**config.mk**
```make
export PLATFORM = sky130hd
export DESIGN_NAME = mem_arbiter
export DESIGN_NICKNAME = d
export VERILOG_FILES = /design/src/rtl/mem_arbiter.sv
export SDC_FILE = /design/constraint.sdc
export NUM_CORES = 1
export LEC_CHECK = 0
export CAP_MARGIN = 20
export CORE_MARGIN = 1
export CORE_UTILIZATION = 25
export CTS_CLUSTER_SIZE = 30
export DETAILED_ROUTE_END_ITERATION = 8
export PLACE_DENSITY = 0.88
export SYNTH_ARGS = -nofsm -noshare
export SYNTH_HDL_FRONTEND = slang
export SYNTH_SLANG_ARGS = --single-unit
```
**constraint.sdc**
```tcl
create_clock -name clk -period 3.6 [get_ports clk]
set_input_delay 0.54 -clock clk [delete_from_list [all_inputs] [get_ports clk]]
set_output_delay 0.54 -clock clk [all_outputs]
set_load 0.01 [all_outputs]
```
**src/rtl/mem_arbiter.sv**
```systemverilog
// mem_arbiter: I/D-cache memory arbiter with round-robin tie-break and a fixed-latency read-return pipeline.
module mem_arbiter #(
    parameter int READ_LAT = 2
) (
    input  logic        clk,
    input  logic        rst,
    input  logic        i_req_rd,
    input  logic [15:0] i_addr,
    input  logic        d_req_rd,
    input  logic        d_req_wr,
    input  logic [15:0] d_addr,
    input  logic [15:0] d_data_in,
    input  logic [15:0] m_data_out,
    input  logic        m_stall,
    input  logic        m_err,
    input  logic [3:0]  m_busy,
    output logic [15:0] fm_addr,
    output logic [15:0] fm_data_in,
    output logic        fm_rd,
    output logic        fm_wr,
    output logic        i_gnt,
    output logic        d_gnt,
    output logic        i_valid,
    output logic        d_valid,
    output logic [15:0] i_data_out,
    output logic [15:0] d_data_out,
    output logic        err
);
    logic                d_illegal, i_elig, d_elig, gnt_i, gnt_d, push_vld;
    logic                last_d_q, last_d_d, err_q, err_d;
    logic [READ_LAT-1:0] vld_q, vld_d, own_q, own_d;

    always_comb begin
        d_illegal = d_req_rd & d_req_wr;
        i_elig    = rst & ~m_stall & i_req_rd & ~m_busy[i_addr[2:1]];
        d_elig    = rst & ~m_stall & (d_req_rd ^ d_req_wr) & ~m_busy[d_addr[2:1]];
        // last_d_q=1 means D won most recently, so a tie goes to I
        gnt_i     = i_elig & (~d_elig | last_d_q);
        gnt_d     = d_elig & (~i_elig | ~last_d_q);
        push_vld  = gnt_i | (gnt_d & d_req_rd);
        last_d_d  = gnt_d | (~gnt_i & last_d_q);
        err_d     = err_q | m_err | d_illegal;
        vld_d     = '0;
        own_d     = '0;
        vld_d[0]  = push_vld;
        own_d[0]  = gnt_d;
        for (int k = 1; k < READ_LAT; k++) begin
            vld_d[k] = vld_q[k-1];
            own_d[k] = own_q[k-1];
        end
    end

    always_ff @(posedge clk) begin
        if (!rst) begin
            vld_q    <= '0;
            own_q    <= '0;
            last_d_q <= 1'b1;
            err_q    <= 1'b0;
        end else begin
            vld_q    <= vld_d;
            own_q    <= own_d;
            last_d_q <= last_d_d;
            err_q    <= err_d;
        end
    end

    always_comb begin
        i_gnt      = gnt_i;
        d_gnt      = gnt_d;
        fm_rd      = push_vld;
        fm_wr      = gnt_d & d_req_wr;
        fm_addr    = gnt_i ? i_addr : (gnt_d ? d_addr : 16'h0);
        fm_data_in = gnt_d ? d_data_in : 16'h0;
        i_valid    = rst & vld_q[READ_LAT-1] & ~own_q[READ_LAT-1];
        d_valid    = rst & vld_q[READ_LAT-1] & own_q[READ_LAT-1];
        i_data_out = i_valid ? m_data_out : 16'h0;
        d_data_out = d_valid ? m_data_out : 16'h0;
        err        = rst & err_q;
    end
endmodule

```
# After elaboration in Yosys (flattened, before gate mapping)
# Cells that the tools add are included.
[classes]
order_cmp = 2
mux = 9
n_bitwise = 30
[op_table]
columns = ["op", "n"]
rows = [
  ["$mux 16", 5],
  ["$and 1x1->1", 15],
  ["$not 1->1", 8],
  ["$lt 2x3->1 const B", 2],
  ["$or 1x1->1", 6],
  ["$bmux 1 s2", 2],
  ["$mux 1", 2],
  ["$xor 1x1->1", 1],
]
[totals]
reg_bits = 6
input_bits = 75
output_inout_bits = 71
word_cells = 45

# Longest topological paths before layout
# Gate-level depths: netlist of the first run.
[depth]
ltp_word = 10
ltp_mapped = 6
ltp_nobuf = 5

# Least setup slack after synthesis of the first run
# Ideal clock, no wire load.
[synth_path]
path_kind = "in2out"
from = "in d_req_rd"
to = "out fm_addr[10]"
t_arrival_ns = 1.822
required_ns = 3.060
slack_ns = 1.238
stages = 6
path_buffers = 1
cell_sequence = "ha_1 > and3b_1 > nor3b_4 > nor3b_4 > buf_6 > a22o_1"
[synth_between]
elab_chain_cells = 7
elab_cells_between_ends = 9
classes_between = "mux: 2; bitwise: 7"
[synth_rtl]
columns = ["item", "line_no", "rtl"]
rows = [
  ["from (decl)", "9", "input logic d_req_rd,"],
  ["$xor 1x1->1", "36", "d_elig = rst & ~m_stall & (d_req_rd ^ d_req_wr) & ~m_busy[d_addr[2:1]];"],
  ["$and 1x1->1 (2 in a row)", "36", ""],
  ["$not 1->1", "38", "gnt_i = i_elig & (~d_elig | last_d_q);"],
  ["$or 1x1->1", "38", ""],
  ["$and 1x1->1", "38", ""],
  ["via i_gnt", "21", "output logic i_gnt,"],
  ["$mux 16", "72", "fm_addr = gnt_i ? i_addr : (gnt_d ? d_addr : 16'h0);"],
  ["to (decl)", "17", "output logic [15:0] fm_addr,"],
]
# The timed path passes the listed nets, and every way through them passes these cells.

# Final worst setup path of the first run
[layout_path]
from = "in d_addr[1]"
to = "out fm_addr[0]"
[layout_between]
elab_chain_cells = 8
elab_cells_between_ends = 10
classes_between = "mux: 4; bitwise: 6"
[layout_rtl]
columns = ["item", "line_no", "rtl"]
rows = [
  ["from (decl)", "11", "input logic [15:0] d_addr,"],
  ["$bmux 1 s2 *", "36", ""],
  ["$mux 1 (implied by the code) *", "36", ""],
  ["$not 1->1 *", "36", ""],
  ["$and 1x1->1 *", "36", ""],
  ["$not 1->1", "38", ""],
  ["$or 1x1->1", "38", ""],
  ["$and 1x1->1", "38", ""],
  ["$mux 16 *", "72", ""],
]
# Every way passes the cells marked *; elsewhere a longest branch is shown, timed or not. The select of a mux whose other input is x is not followed.

==> impl_metrics.tcl, run 1 <==
set metrics [dict create \
    status "completed" \
    post-synth-top-count-cell "and2_1" \
    final.min_clock_period_ns 3.43 \
    clockBufferDepth 2 \
    synthArstFlopShare 0 \
    cts_sinks 6 \
    drcViolationCount 0 \
    syn2layout_area_growth_pct 166 \
    clockRootBuffer "clkbuf_8" \
    clk_latency_ns 0.22 \
    cp-endpoint "fm_addr[0]" \
    muxShareOfSynthArea 0.0910 \
    powerDensity_nw_per_um2 137 \
    cpLargestDelayFamily "buffers and inverters" \
    instances_no_fill 303 \
    gp_congestion 0.750 \
    period_share 0.952 \
    dp.cells 300 \
    place_ws_ns 0.164 \
    via_count 1375 \
    fin_worst_skew_ns 0.000253 \
    yosys.area_share.adder 0.0134 \
    end_kind "output pin" \
    synth_top_area_frac 0.348 \
    synth_compound_area_frac 0.199 \
    switchingPower_uw 79.1 \
    clock_power_share 0.288 \
    n_antenna_cell 0 \
    p_int_uw 263 \
    yosysTopAreaCell "and2_1" \
    arrival_ns 2.89 \
    nets 335 \
    ir_drop_mv 0.0920 \
    seqPwrFrac 0.209 \
    regToRegSetupSlack_ns 2.46 \
    reg2reg_depth 4 \
    critPathLaunch "d_addr[1]" \
    max-slew-margin-rel 0.697 \
    synth_top_family_by_area "simple AND/OR/NAND/NOR gates" \
    tightest_slew_ns 0.455 \
    hpwl_mm 3.54 \
    crit_required_ns 3.06 \
    ys_warn_count 0 \
    grt.overflow.total 0 \
    cts.clk_slew.worst_paths_ns 0.03 \
    globalRouteTotalUtil 0.203 \
    synth_edf_count 0 \
    slowest_stage "mux4_2" \
    path_depth 7 \
    whs_ns 0.430 \
    htree_levels 1 \
    ys_seq_elements 6 \
    cp-start-kind "primary input" \
    final_max_slew_viol_count 0 \
    tns_ns 0 \
    hold_viol_final 0 \
    maxCapViolations 0 \
    criticalPathCategory "in2out" \
    avgSynthCellArea_um2 8.27 \
    crit_buf_inv 3 \
    cts_setup_buffers 0 \
    synth-simple-area-share 0.511 \
    syn-num-nets 189 \
    hold_path_class "reg2reg" \
    initialDrtViolationCount 77 \
    cts_inserted_buffers 3 \
    core_area_um2 3470 \
    fin_ws_ns 0.173 \
    syn_inst 113 \
    crit_chain "clkdlybuf4s50_1 -> mux4_2 -> nor3b_4 -> nor3b_4 -> buf_12 -> a22o_2 -> clkdlybuf4s50_1" \
    cpPeakStageDelay_ns 0.58 \
    die_h_um 63.1 \
    grt_first_pass_wirelength_mm 6.44 \
    viasPerCell 4.54 \
    ctsHoldBuffers 0 \
    timing.fmax_mhz 292 \
    swShare 0.231 \
    critPathMaxFanout 17 \
    dieArea_um2 3990 \
    rsz0062_at_grt "no" \
    yosys_most_used_dff "dfxtp_1" \
    drt-total-wl_mm 4.18 \
    synthXorXnorAreaFrac 0 \
    start_util 0.269 \
    ant_nets 0 \
    placementRows 21 \
    r2r_start "last_d_q" \
    ys_seq_area_frac 0.129 \
    synth.area.top_cells "and2_1 (35%), dfxtp_1 (13%), a22o_1 (7.5%)" \
    grt_pass1_vias 1252 \
    cts_tree "built" \
    critical_path.reg2reg.endpoint "vld_q[0]" \
    ctsResizeCount 0 \
    drive_above_1_share 0.0778 \
    grt_antenna_before_repair 0 \
    die_width_um 63.1 \
    syn_area_um2 935 \
    synth_common_cells "and2_1 (52), a22o_1 (8), a22o_2 (6), dfxtp_1 (6)" \
    grt_max_degree 33 \
    setup_violations 0 \
    ios 146 \
    ys_types 27 \
    p_leak_nw 0.970 \
    numPortBuffers 145 \
    combPwrFrac 0.504 \
    routedWlPerCell_um 13.8 \
    dr.pass1.iters 4 \
]
-- flip-flops by register name (all words and copies together) (netlist names) --
register / flops
own_q: 2
vld_q: 2
err_q: 1
last_d_q: 1
-- placed cells by master, fill, tap and decap left out --
| cell type | netlist | routed |
|---|---|---|
| mux2i_1 | 4 | 4 |
| buf_4 | 2 | 2 |
| a22o_1 | 8 | 8 |
| a22o_2 | 6 | 6 |
| nor2_4 | 1 | 1 |
| dfxtp_1 | 6 | 6 |
| and3_1 | 1 | 1 |
| clkbuf_8 | 0 | 3 |
| nor2b_1 | 2 | 2 |
| nand4b_1 | 1 | 1 |
| and2_1 | 52 | 52 |
| mux4_2 | 2 | 2 |
| clkdlybuf4s50_1 | 0 | 145 |
| a2111oi_0 | 1 | 1 |
| nor2_1 | 2 | 2 |
| o31a_1 | 1 | 1 |
| buf_12 | 0 | 2 |
| nand3_1 | 4 | 4 |
| and3b_1 | 2 | 2 |
| nand2_1 | 1 | 1 |
| o22ai_1 | 1 | 1 |
| o21ai_0 | 1 | 1 |
| o21bai_1 | 1 | 1 |
| nor3b_4 | 2 | 2 |
| a21o_1 | 2 | 2 |
| a21oi_1 | 1 | 1 |
| ha_1 | 1 | 1 |
| nor2b_4 | 2 | 2 |
-- worst register-to-register path, stage by stage (launching register included) --
cell     delay (ns)
dfxtp_1        0.34
nor3b_4        0.31
nor3b_4        0.08
buf_12         0.16
a21o_1         0.14
-- how the worst min path moves through the flow --
stage          startpoint  endpoint  slack, ns  cells past startpoint
2_1_floorplan    own_q[0]  own_q[1]       0.41                      1
3_3_place_gp     vld_q[0]  vld_q[1]       0.41                      1
3_5_place_dp     own_q[0]  own_q[1]       0.42                      1
4_1_cts          own_q[0]  own_q[1]       0.43                      1
5_1_grt          own_q[0]  own_q[1]       0.46                      1
6_report         own_q[0]  own_q[1]       0.43                      1
-- stage by stage --
| step | utilization | power (mW) | cell area [um^2] |
|---|---|---|---|
| after floorplan | - | 0.122 | 935 |
| after global placement | 0.705 | 0.242 | 2450 |
| after detailed placement | 0.705 | 0.245 | 2450 |
| after CTS | 0.717 | 0.346 | 2490 |
| after global routing | 0.717 | 0.362 | 2490 |
| final | 0.717 | 0.342 | 2490 |
-- power by group through the flow --
stage	registers, mW	logic (mW)	clock network (mW)
floorplan	0.0719	0.0499	0
global placement	0.0722	0.170	0
detailed placement	0.0723	0.172	0
CTS	0.0714	0.173	0.102
global route	0.0717	0.184	0.107
finish	0.0714	0.172	0.0983
-- layer usage --
metal,up-vias,track usage,wire [um]
li1,691,-,-
met1,613,0.221,1590
met2,69,0.395,2270
met3,2,0.0326,291
met4,0,0.0523,21
met5,-,0,0
-- final cells by class --
type | count | area, um^2
repair buffers | 149 | 1510
multi-input cells | 99 | 762
flip-flops and latches | 6 | 120
well taps | 46 | 57.6
clock buffers | 3 | 41.3
fillers | 288 | 981
-- cell families (layout without fill, tap and decap cells) --
family,after synthesis,count (layout)
buffers and inverters,8,152
AND/OR/NAND/NOR,70,70
flip-flops,6,6
multiplexers,6,6
AO/OA/AOI/OAI,22,22
adder cells (fa/ha/maj),1,1
Power figures use the tool's default switching activity.
==> inputs of run 2 (changes only) <==
--- a/config.mk
+++ b/config.mk
@@ -11,6 +11,7 @@
 export CTS_CLUSTER_SIZE = 30
 export DETAILED_ROUTE_END_ITERATION = 8
 export PLACE_DENSITY = 0.88
+export SKIP_CTS_REPAIR_TIMING = 1
 export SYNTH_ARGS = -nofsm -noshare
 export SYNTH_HDL_FRONTEND = slang
 export SYNTH_SLANG_ARGS = --single-unit
==> results of run 2 <==
Final layout, timing and power as in run 1 (identical DEF).
